## src/rtl/rv32i_multicycle_ctrl.sv

```systemverilog
// Main control FSM for the multi-cycle RV32I core: sequences fetch, decode,
// execute, memory and writeback, and tracks retired instructions and illegal opcodes.
module rv32i_multicycle_ctrl #(
    parameter int CNT_W     = 32,
    parameter bit TRAP_HALT = 1'b1
) (
    input  logic             clk,
    input  logic             rst,
    input  logic [6:0]       opcode,
    input  logic             zero,
    input  logic             mem_ready,
    output logic             pc_write,
    output logic             pc_src,
    output logic             ir_write,
    output logic             i_or_d,
    output logic             mem_read,
    output logic             mem_write,
    output logic             reg_write,
    output logic [1:0]       alu_src_a,
    output logic [1:0]       alu_src_b,
    output logic [1:0]       alu_op,
    output logic             imm_alu,
    output logic [1:0]       result_src,
    output logic             illegal,
    output logic [CNT_W-1:0] instret,
    output logic [3:0]       state
);

    typedef enum logic [3:0] {
        S_FETCH     = 4'd0,
        S_DECODE    = 4'd1,
        S_MEM_ADDR  = 4'd2,
        S_MEM_READ  = 4'd3,
        S_MEM_WB    = 4'd4,
        S_MEM_WRITE = 4'd5,
        S_EXEC_R    = 4'd6,
        S_EXEC_I    = 4'd7,
        S_ALU_WB    = 4'd8,
        S_BRANCH    = 4'd9,
        S_JAL       = 4'd10,
        S_TRAP      = 4'd11
    } state_e;

    localparam logic [6:0] OP_LOAD   = 7'b0000011;
    localparam logic [6:0] OP_STORE  = 7'b0100011;
    localparam logic [6:0] OP_R      = 7'b0110011;
    localparam logic [6:0] OP_I      = 7'b0010011;
    localparam logic [6:0] OP_BRANCH = 7'b1100011;
    localparam logic [6:0] OP_JAL    = 7'b1101111;

    state_e           state_q, state_d;
    logic [CNT_W-1:0] instret_q, instret_d;
    logic             illegal_q, illegal_d;
    logic             retire;

    // NOTE: every variable gets a default before the case so no latch is inferred.
    always_comb begin
        state_d = S_FETCH;
        retire  = 1'b0;
        case (state_q)
            S_FETCH:     state_d = mem_ready ? S_DECODE : S_FETCH;
            S_DECODE: begin
                case (opcode)
                    OP_LOAD, OP_STORE: state_d = S_MEM_ADDR;
                    OP_R:              state_d = S_EXEC_R;
                    OP_I:              state_d = S_EXEC_I;
                    OP_BRANCH:         state_d = S_BRANCH;
                    OP_JAL:            state_d = S_JAL;
                    default:           state_d = S_TRAP;
                endcase
            end
            S_MEM_ADDR:  state_d = (opcode == OP_LOAD) ? S_MEM_READ : S_MEM_WRITE;
            S_MEM_READ:  state_d = mem_ready ? S_MEM_WB : S_MEM_READ;
            S_MEM_WRITE: begin
                state_d = mem_ready ? S_FETCH : S_MEM_WRITE;
                retire  = mem_ready;
            end
            S_EXEC_R, S_EXEC_I: state_d = S_ALU_WB;
            S_MEM_WB, S_ALU_WB, S_BRANCH, S_JAL: begin
                state_d = S_FETCH;
                retire  = 1'b1;
            end
            S_TRAP:      state_d = TRAP_HALT ? S_TRAP : S_FETCH;
            default:     state_d = S_FETCH;
        endcase
        instret_d = instret_q + CNT_W'(retire);
        illegal_d = illegal_q | (state_d == S_TRAP);
    end

    // NOTE: sequential state uses non-blocking assignments only.
    always_ff @(posedge clk) begin
        if (rst) begin
            state_q   <= S_FETCH;
            instret_q <= '0;
            illegal_q <= 1'b0;
        end else begin
            state_q   <= state_d;
            instret_q <= instret_d;
            illegal_q <= illegal_d;
        end
    end

    // Moore decode of the current state; reset silences every strobe and select.
    always_comb begin
        pc_write   = 1'b0;
        pc_src     = 1'b0;
        ir_write   = 1'b0;
        i_or_d     = 1'b0;
        mem_read   = 1'b0;
        mem_write  = 1'b0;
        reg_write  = 1'b0;
        alu_src_a  = 2'b00;
        alu_src_b  = 2'b00;
        alu_op     = 2'b00;
        imm_alu    = 1'b0;
        result_src = 2'b00;
        if (!rst) begin
            case (state_q)
                S_FETCH: begin
                    mem_read  = 1'b1;
                    alu_src_b = 2'b01;
                    ir_write  = mem_ready;
                    pc_write  = mem_ready;
                end
                S_DECODE: begin
                    alu_src_a = 2'b01;
                    alu_src_b = 2'b10;
                end
                S_MEM_ADDR: begin
                    alu_src_a = 2'b10;
                    alu_src_b = 2'b10;
                end
                S_MEM_READ: begin
                    mem_read = 1'b1;
                    i_or_d   = 1'b1;
                end
                S_MEM_WB: begin
                    reg_write  = 1'b1;
                    result_src = 2'b01;
                end
                S_MEM_WRITE: begin
                    mem_write = 1'b1;
                    i_or_d    = 1'b1;
                end
                S_EXEC_R: begin
                    alu_src_a = 2'b10;
                    alu_op    = 2'b10;
                end
                S_EXEC_I: begin
                    alu_src_a = 2'b10;
                    alu_src_b = 2'b10;
                    alu_op    = 2'b10;
                    imm_alu   = 1'b1;
                end
                S_ALU_WB: reg_write = 1'b1;
                S_BRANCH: begin
                    alu_src_a = 2'b10;
                    alu_op    = 2'b01;
                    pc_src    = 1'b1;
                    pc_write  = zero;
                end
                S_JAL: begin
                    pc_write   = 1'b1;
                    pc_src     = 1'b1;
                    reg_write  = 1'b1;
                    result_src = 2'b10;
                end
                default: ;
            endcase
        end
    end

    assign illegal = illegal_q;
    assign instret = instret_q;
    assign state   = state_q;

endmodule

```

## config.mk

```make
export PLATFORM = sky130hd
export DESIGN_NAME = rv32i_multicycle_ctrl
export DESIGN_NICKNAME = d
export VERILOG_FILES = /design/src/rtl/rv32i_multicycle_ctrl.sv
export SDC_FILE = /design/constraint.sdc
export NUM_CORES = 1
export LEC_CHECK = 0
export BUFFER_PORTS_ARGS = -buffer_cell sky130_fd_sc_hd__buf_2
export CAP_MARGIN = 5
export CORE_UTILIZATION = 30
export CTS_CLUSTER_DIAMETER = 200
export DETAILED_ROUTE_END_ITERATION = 10
export PLACE_DENSITY_LB_ADDON = 0.05
export REMOVE_ABC_BUFFERS = 1
export SLEW_MARGIN = 5
export SYNTH_ARGS = -nofsm -noshare
export SYNTH_HDL_FRONTEND = slang
export SYNTH_SLANG_ARGS = --single-unit
```

## constraint.sdc

```tcl
create_clock -name clk -period 4.04 [get_ports clk]
set_input_delay 0.404 -clock clk [delete_from_list [all_inputs] [get_ports clk]]
set_output_delay 0.404 -clock clk [all_outputs]
set_load 0.05 [all_outputs]
```

==> metrics.txt, run 1 <==
Pins Over Slew Limit 0; Antenna Cells 0; crit-path max FO 19; Final Skew 0.00382 ns; CTS tree done; RSZ-0062 raised after global routing no; static leakage 0.00105 uW; Avg Cell Area, Syn 7.98 um^2; CTS sink cnt 37; # resized after CTS 0; die footprint 0.00690 mm^2; Hold Crit Class input pin to flip-flop; routed length on met2 2200 um; final hold violations 0; most used cell, CP ha_1; Mapped Cells 247; status finished clean; Clock Latency Late Sink 0.29 ns; worst reg2reg path depth 10; detailed-route via count 1922; CP Capture Type flip-flop; ys flop type dfxtp_1; first-pass GRT wire length 8220 um; crit path time final 3.00 ns; maxcap violations 0; CP delay by family, top simple AND/OR/NAND/NOR gates; total number of yosys warnings 0; Die Ht 83.1 um; H-tree depth 2; slew margin rel. 0.444; Highest Signal Layer met4; ys async rst share 0; Initial Util 0.311; initial antenna violation count 0; Post-Syn Area 0.00197 mm^2; final antenna-violating net count 0; Max clock buf depth 2; Area growth syn-to-layout 22.8%; core area 0.00635 mm^2; Cell Area, Placed 0.00233 mm^2; Synth Register Bits 37; cts hold-fix bufs 0; Total Power 1170 uW; DRT Pass-1 Iters 4; Tcrit/Tclk final 0.742; Ports 64; Buffers on Ports 63; PwrDens 482 mW/mm^2; Total GRT Usage 0.145; Clock Pin Slew Worst Setup and Hold Paths 0.07 ns; share of layout cells above drive strength 1 0.257; Post-Layout Cell Count 381; width of the die 83.1 um; Final Wtd Congestion 0.729; Buf+Inv Stages, Crit Path 1; Final HPWL DP 3460 um; critical path's slowest cell nor3_1; post-synthesis sequential area ratio 0.376; vias per cell 5.04; Routed WL 4890 um; Data arrival, critical path 3.14 ns; CP Launch Type flip-flop; cell total after placement 374; FMAX 334 MHz; CTS root buf clkbuf_8; drt wl/cell 12.8 um; EDFF count, synth 0; largest net degree at the start of global routing 46; Crit Path Category flip-flop to flip-flop; NumNets Final 317; synth unique cells 45; M1 wire length 2440 um; # DRC 0; Worst EP required 4.19 ns; metal3 WL 177 um; Setup Viol. Count Final 0; # rows 29; CP peak stage delay 0.69 ns; First DRT Iteration DRCs 51; vias in the first global route 1696; CP cell instances nor2b_1, a21boi_0, o22ai_1, ha_1, ha_1, inv_1, nor3_1, nand3_1, xor2_1, nor2_1; postcts setup bufs 0; GRT overflow 0; Worst Hold Depth 3; Min Hold Slack 0.408 ns; Crit path depth 10; post-route cell area 0.00242 mm^2; measured slew at the worst slew-check pin 0.827 ns; worst vdd ir 448 uV; Inserted Clock Buffers 5
[flip-flops by register name (all words and copies together) (netlist names)]
signal / cells
state: 4
illegal: 1
instret: 32
[synth_stat cells (all sizes together), types with 2 or more instances]
| cell | number | area share |
|---|---|---|
| a21oi | 7 | 0.018 |
| xor2 | 21 | 0.093 |
| a21boi | 2 | 0.0076 |
| nor3 | 13 | 0.033 |
| and4 | 4 | 0.018 |
| dfxtp | 37 | 0.38 |
| ha | 2 | 0.013 |
| nand2b | 5 | 0.017 |
| or4 | 3 | 0.015 |
| nand2 | 22 | 0.042 |
| nor2 | 39 | 0.074 |
| nand4 | 12 | 0.041 |
| and2 | 4 | 0.013 |
| nand3b | 2 | 0.0076 |
| xnor2 | 7 | 0.031 |
| nor4 | 4 | 0.013 |
| buf | 4 | 0.0089 |
| nor2b | 5 | 0.016 |
| and3 | 7 | 0.022 |
| inv | 4 | 0.0076 |
| clkbuf | 9 | 0.017 |
| o21ai | 6 | 0.015 |
| nand3 | 10 | 0.025 |
| or3 | 4 | 0.013 |
[layout make-up]
cell class	count	area (um^2)
fillers	671	3930
multi-input cells	193	1160
flip-flops and latches	37	741
repair buffers	63	315
well taps	77	96.3
clock buffers	6	82.6
inverters	4	15.0
clock inverters	1	7.51
[cells by family after synthesis]
| logic type | synth area share |
|---|---|
| and+or+nand+nor | 0.357 |
| muxes | 0.00571 |
| xor gates and xnor gates | 0.124 |
| DFF | 0.376 |
| buffers and inverters | 0.0336 |
| AOI/OAI and AO/OA | 0.0907 |
| adders and majority gates | 0.0127 |
[worst paths after layout]
check,from,end,slack (ns)
worst max-delay path,state[2],instret[18],1.04
worst min-delay path,opcode[4],state[2],0.41
worst max register to register,state[2],instret[18],1.04
worst min register to register,illegal,illegal,0.50
[worst min-delay path: stages]
cell and delay (ns):
buf_2 0.10, a211oi_1 0.06, nor2_1 0.09
[layout by cell type, fill, tap and decap left out, drive strengths merged, types with 5 or more instances in the layout]
cell    instances
nor3           13
nand3          10
nand2          22
dfxtp          37
xnor2           7
clkbuf          6
nor2           39
nand2b          5
nor2b           5
and3            7
o21ai           6
xor2           21
nand4          12
a21oi           7
buf            63
[layer usage]
| layer | vias up | GRT usage |
|---|---|---|
| met5 | - | 0 |
| met4 | 0 | 0.0470 |
| met3 | 5 | 0.0348 |
| met2 | 43 | 0.228 |
| met1 | 892 | 0.195 |
| li1 | 982 | - |
[per-stage QoR]
stage / setup WS (ns) / TNS (ns) / utilization
6_report: 1.04 / 0 / 0.381
5_1_grt: 0.648 / 0 / 0.381
4_1_cts: 1.04 / 0 / 0.381
3_5_place_dp: 1.06 / 0 / 0.367
3_3_place_gp: 1.12 / 0 / 0.367
2_1_floorplan: -0.0519 / -0.0519 / -
[power breakdown]
group / total [uW] / internal (uW) / leakage, uW / switching (uW)
Clock: 269 / 135 / 0.0000433 / 134
Combinational: 450 / 126 / 0.000711 / 324
Sequential: 447 / 387 / 0.000299 / 60.4
Total: 1170 / 648 / 0.00105 / 518
No activity file was read; power rests on OpenSTA's default activity.
==> run 2: changes to the inputs <==
==> constraint.sdc (replaced) <==
create_clock -name clk -period 2.51 [get_ports clk]
set_input_delay 0.251 -clock clk [delete_from_list [all_inputs] [get_ports clk]]
set_output_delay 0.251 -clock clk [all_outputs]
set_load 0.05 [all_outputs]
==> metrics.txt, run 2 (synthesis results as in run 1) <==
initial antenna violation count 0 (unchanged); Final HPWL DP 3720 um (+7.7%); largest net degree at the start of global routing 26 (-43%); Hold Crit Class input pin to flip-flop; Worst EP required 2.73 ns (-1.46 ns); detailed-route via count 1893 (-1.5%); Inserted Clock Buffers 5 (unchanged); width of the die 83.1 um (unchanged); first-pass GRT wire length 8280 um (+0.77%); Crit Path Category flip-flop to flip-flop; First DRT Iteration DRCs 22 (-57%); Ports 64 (unchanged); Final Skew 0.00949 ns (+0.00567 ns); Total Power 2060 uW (+76%); Initial Util 0.311 (unchanged); Buffers on Ports 63 (unchanged); Post-Layout Cell Count 394 (+3.4%); Area growth syn-to-layout 29.9%; die footprint 0.00690 mm^2 (unchanged); CP Capture Type flip-flop; post-route cell area 0.00256 mm^2 (+5.8%); vias per cell 4.80 (-4.8%); H-tree depth 2 (unchanged); static leakage 0.00113 uW (+7.0%); CP peak stage delay 0.57 ns (-0.12 ns); worst reg2reg path depth 9 (-1); NumNets Final 329 (+3.8%); PwrDens 803 mW/mm^2 (+67%); crit-path max FO 5 (-14); Multi-input gate area 0.00118 mm^2 (+1.7%); Die Ht 83.1 um (unchanged); status finished clean; FMAX 430 MHz (+29%); # DRC 0 (unchanged); CTS sink cnt 37 (unchanged); CTS root buf clkbuf_8; Worst Hold Depth 3 (unchanged); # rows 29 (unchanged); Max clock buf depth 2 (unchanged); crit path time final 2.33 ns (-0.668 ns); Total GRT Usage 0.145 (+0.000477); share of layout cells above drive strength 1 0.300 (+0.0431); measured slew at the worst slew-check pin 0.501 ns (-0.326 ns); Setup Viol. Count Final 0 (unchanged); CTS tree done; Pins Over Slew Limit 0 (unchanged); Tcrit/Tclk final 0.927 (+0.186); CP cell instances nand2b_4, a21boi_0, o22ai_1, ha_2, ha_1, inv_1, or4_4, or3_1, a21oi_1; fin worst setup slack 0.182 ns (-0.862 ns); Final Wtd Congestion 0.751 (+2.9%); Min Hold Slack 0.292 ns (-0.117 ns); max FFs per register 32 (unchanged); final hold violations 0 (unchanged); Clock Pin Slew Worst Setup and Hold Paths 0.07 ns (about the same); final antenna-violating net count 0 (unchanged); Cell Area, Placed 0.00242 mm^2 (+3.9%); CP Launch Type flip-flop; Crit path depth 9 (-1); Clock Latency Late Sink 0.29 ns (about the same); core area 0.00635 mm^2 (unchanged); Routed WL 5060 um (+3.4%); worst vdd ir 648 uV (+45%); CP delay by family, top simple AND/OR/NAND/NOR gates; Register Area 741 um^2 (unchanged); commonest non-fill, non-tap cell in the layout buf_2; FILL cells 669 (-0.30%); vias in the first global route 1734 (+2.2%); cell total after placement 386 (+3.2%); Setup WS pre-CTS 0.169 ns (-0.889 ns); GRT overflow 0 (unchanged); critical path's slowest cell or4_4; maxcap violations 0 (unchanged); slew margin rel. 0.666 (+0.222); Data arrival, critical path 2.55 ns (-0.59 ns); DRT Pass-1 Iters 4 (unchanged); drt wl/cell 12.8 um (about the same); most frequent cells in the layout buf_2, nor2_1, dfxtp_1, nand2_1, xor2_1; Buf+Inv Stages, Crit Path 1 (unchanged); Antenna Cells 0 (unchanged)
## run 2: power by group
part / internal [uW] / switching [uW] / leakage, uW
sequential: 623 / 26.8 / 0.000299
combinational: 256 / 608 / 0.000770
clock: 323 / 221 / 0.0000574
total: 1200 / 855 / 0.00113
## run 2: path summary, 6_finish.rpt
path | slack (ns) | start | to
hold reg to reg | 0.49 | illegal | illegal
setup / recovery | 0.18 | state[3] | instret[24]
setup reg to reg | 0.18 | state[3] | instret[24]
hold / removal | 0.29 | opcode[4] | state[2]
## run 2: routing by layer
| layer | track usage | share of wire |
|---|---|---|
| met5 | 0 | 0 |
| met4 | 0.0376 | 0.0087 |
| met1 | 0.199 | 0.52 |
| met3 | 0.0358 | 0.037 |
| met2 | 0.228 | 0.44 |
## run 2: final cells by class
cell class,count,share of cell area
multi-input cells,193,0.462
flip-flops and latches,37,0.289
repair buffers,75,0.158
well taps,77,0.0376
clock buffers,6,0.0322
clock inverters,2,0.0146
inverters,4,0.00586
## run 2: metrics by stage
step / setup TNS [ns] / util
global route: -0.00867 / 0.404
finish: 0 / 0.404
floorplan: -6.77 / -
CTS: 0 / 0.400
global placement: 0 / 0.381
detailed placement: 0 / 0.381
## run 2: worst reg2reg max path, stage by stage (launching register included)
cell and delay (ns):
dfxtp_1 0.41, nand2b_4 0.08, a21boi_0 0.13, o22ai_1 0.14, ha_2 0.21, ha_1 0.16
inv_1 0.06, or4_4 0.57, or3_1 0.37, a21oi_1 0.13
## run 2: what timing repair did
action | in CTS | in global routing
setup buffers | 0 | 0
setup endpoints to repair | 0 | 3
hold buffers | 0 | 0
gates resized for setup | 0 | 4
==> run 3: changes to the inputs <==
--- a/config.mk
+++ b/config.mk
@@ -10,7 +10,7 @@
 export CORE_UTILIZATION = 30
 export CTS_CLUSTER_DIAMETER = 200
 export DETAILED_ROUTE_END_ITERATION = 10
-export PLACE_DENSITY_LB_ADDON = 0.05
+export PLACE_DENSITY_LB_ADDON = 0.15
 export REMOVE_ABC_BUFFERS = 1
 export SLEW_MARGIN = 5
 export SYNTH_ARGS = -nofsm -noshare
==> metrics.txt, run 3 (synthesis results as in run 1) <==
status finished clean; internal cell power 1110 uW (-7.4%); Routed WL 4880 um (-3.4%); Max clock buf depth 2 (unchanged); first-pass GRT wire length 8240 um (-0.51%); Flop pwr share 0.337 (+0.021); PwrDens 771 mW/mm^2 (-4.0%); H-tree depth 2 (unchanged); slew margin rel. 0.719 (+0.0531); Total Power 1950 uW (-5.1%); Final Skew 0.00576 ns (-0.00373 ns); CTS tree done; FMAX 428 MHz (-0.34%); Hold Crit Start opcode[4]; Clock Pin Slew Worst Setup and Hold Paths 0.08 ns (about the same); CTS sink cnt 37 (unchanged); final antenna-violating net count 0 (unchanged); Clock Latency Late Sink 0.29 ns (about the same); Setup Viol. Count Final 0 (unchanged); commonest non-fill, non-tap cell in the layout buf_2; Setup WS pre-CTS 0.164 ns (-0.00420 ns); Final Wtd Congestion 0.771 (+2.8%); most frequent cells in the layout buf_2, nor2_1, dfxtp_1, nand2_1, xor2_1; NumNets Final 328 (-0.30%); final core occ 0.399 (-0.00453); Final HPWL DP 3610 um (-3.0%); Buffers on Ports 63 (unchanged); Antenna Cells 0 (unchanged); worst reg2reg path depth 9 (unchanged); Tcrit/Tclk final 0.931 (+0.00317); CP Capture Type flip-flop; largest net degree at the start of global routing 25 (-3.8%); crit-path max FO 5 (unchanged); switching portion of total power 0.430 (+0.0141); First DRT Iteration DRCs 75 (+240%); reg-to-reg endpoint instret[24]; clock power share 0.236 (-0.028); Total GRT Usage 0.147 (+0.00145); cell total after placement 385 (-0.26%); core area 0.00635 mm^2 (unchanged); vias per cell 4.90 (+2.1%); # rows 29 (unchanged); cts hold-fix bufs 0 (unchanged); end of the worst hold path state[2]; die footprint 0.00690 mm^2 (unchanged); fin worst setup slack 0.174 ns (-0.00795 ns); # DRC 0 (unchanged); Worst Hold Depth 3 (unchanged); Worst EP required 2.74 ns (about the same); CP Launch Type flip-flop; share of layout cells above drive strength 1 0.297 (-0.00222); r2r startpoint state[2]; static leakage 0.00112 uW (-0.89%); Pins Over Slew Limit 0 (unchanged); GRT overflow 0 (unchanged); DRT Pass-1 Iters 4 (unchanged); Inserted Clock Buffers 5 (unchanged); Die Ht 83.1 um (unchanged); # resized after CTS 0 (unchanged); Data arrival, critical path 2.56 ns (about the same); Area growth syn-to-layout 28.5%; Ports 64 (unchanged); width of the die 83.1 um (unchanged); RSZ-0062 raised after global routing no; net switching power 839 uW (-1.9%); Hold Crit Class input pin to flip-flop; final hold violations 0 (unchanged); combinational fraction of design power 0.426 (+0.006); max FFs per register 32 (unchanged); Initial Util 0.311 (unchanged); detailed-route via count 1927 (+1.8%); worst reg2reg setup slack 0.17 ns (about the same); Post-Layout Cell Count 393 (-0.25%); drt wl/cell 12.4 um (-3.2%); maxcap violations 0 (unchanged); crit path time final 2.34 ns (+0.00795 ns); FILL cells 691 (+3.3%); CTS root buf clkbuf_8; postcts setup bufs 0 (unchanged); initial antenna violation count 0 (unchanged); worst vdd ir 524 uV (-19%); measured slew at the worst slew-check pin 0.420 ns (-0.0812 ns); Crit Path Category flip-flop to flip-flop; vias in the first global route 1723 (-0.63%)
## run 3: per-stage QoR
| stage | setup TNS [ns] | hold slack [ns] | instance area, um^2 |
|---|---|---|---|
| 6_report | 0 | 0.283 | 2530 |
| 5_1_grt | 0 | 0.335 | 2530 |
| 4_1_cts | 0 | 0.279 | 2520 |
| 3_5_place_dp | 0 | 0.484 | 2410 |
| 3_3_place_gp | 0 | 0.480 | 2410 |
| 2_1_floorplan | -6.77 | 0.320 | 1920 |
## run 3: worst max-delay path by stage
stage | from | to | slack, ns | cells after the start
global route | state[2] | instret[28] | 0.0005 | 10
detailed placement | mem_ready | instret[26] | 0.16 | 11
global placement | mem_ready | instret[24] | 0.23 | 10
finish | state[2] | instret[24] | 0.17 | 9
floorplan | state[0] | alu_src_b[1] | -1.43 | 4
CTS | state[2] | instret[24] | 0.15 | 9
## run 3: power groups by stage
stage	combinational [uW]	sequential, uW	clock, uW
6_report	833	658	462
5_1_grt	905	666	502
4_1_cts	837	658	481
3_5_place_dp	834	673	0
3_3_place_gp	840	673	0
2_1_floorplan	447	832	0
## run 3: critical path, cell delays in order, from the launching register on
cell      delay [ns]
dfxtp_1         0.32
nand2b_1        0.17
a21boi_0        0.13
o22ai_1         0.14
ha_2            0.22
ha_1            0.16
inv_1           0.06
or4_4           0.58
or3_1           0.36
a21oi_1         0.14
## run 3: area by class of cell
cell class                      instances  area (um^2)  area share
Multi-Input combinational cell        193         1180       0.467
Sequential cell                        37          741       0.292
Timing Repair Buffer                   74          398       0.157
Clock buffer                            7         96.3      0.0380
Tap cell                               77         96.3      0.0380
Inverter                                4         15.0     0.00593
Clock inverter                          1         5.00     0.00198
## run 3: layer usage
layer,part of all wire,track usage
met5,0,0
met4,0.0090,0.0611
met3,0.045,0.0328
met2,0.45,0.224
met1,0.50,0.199
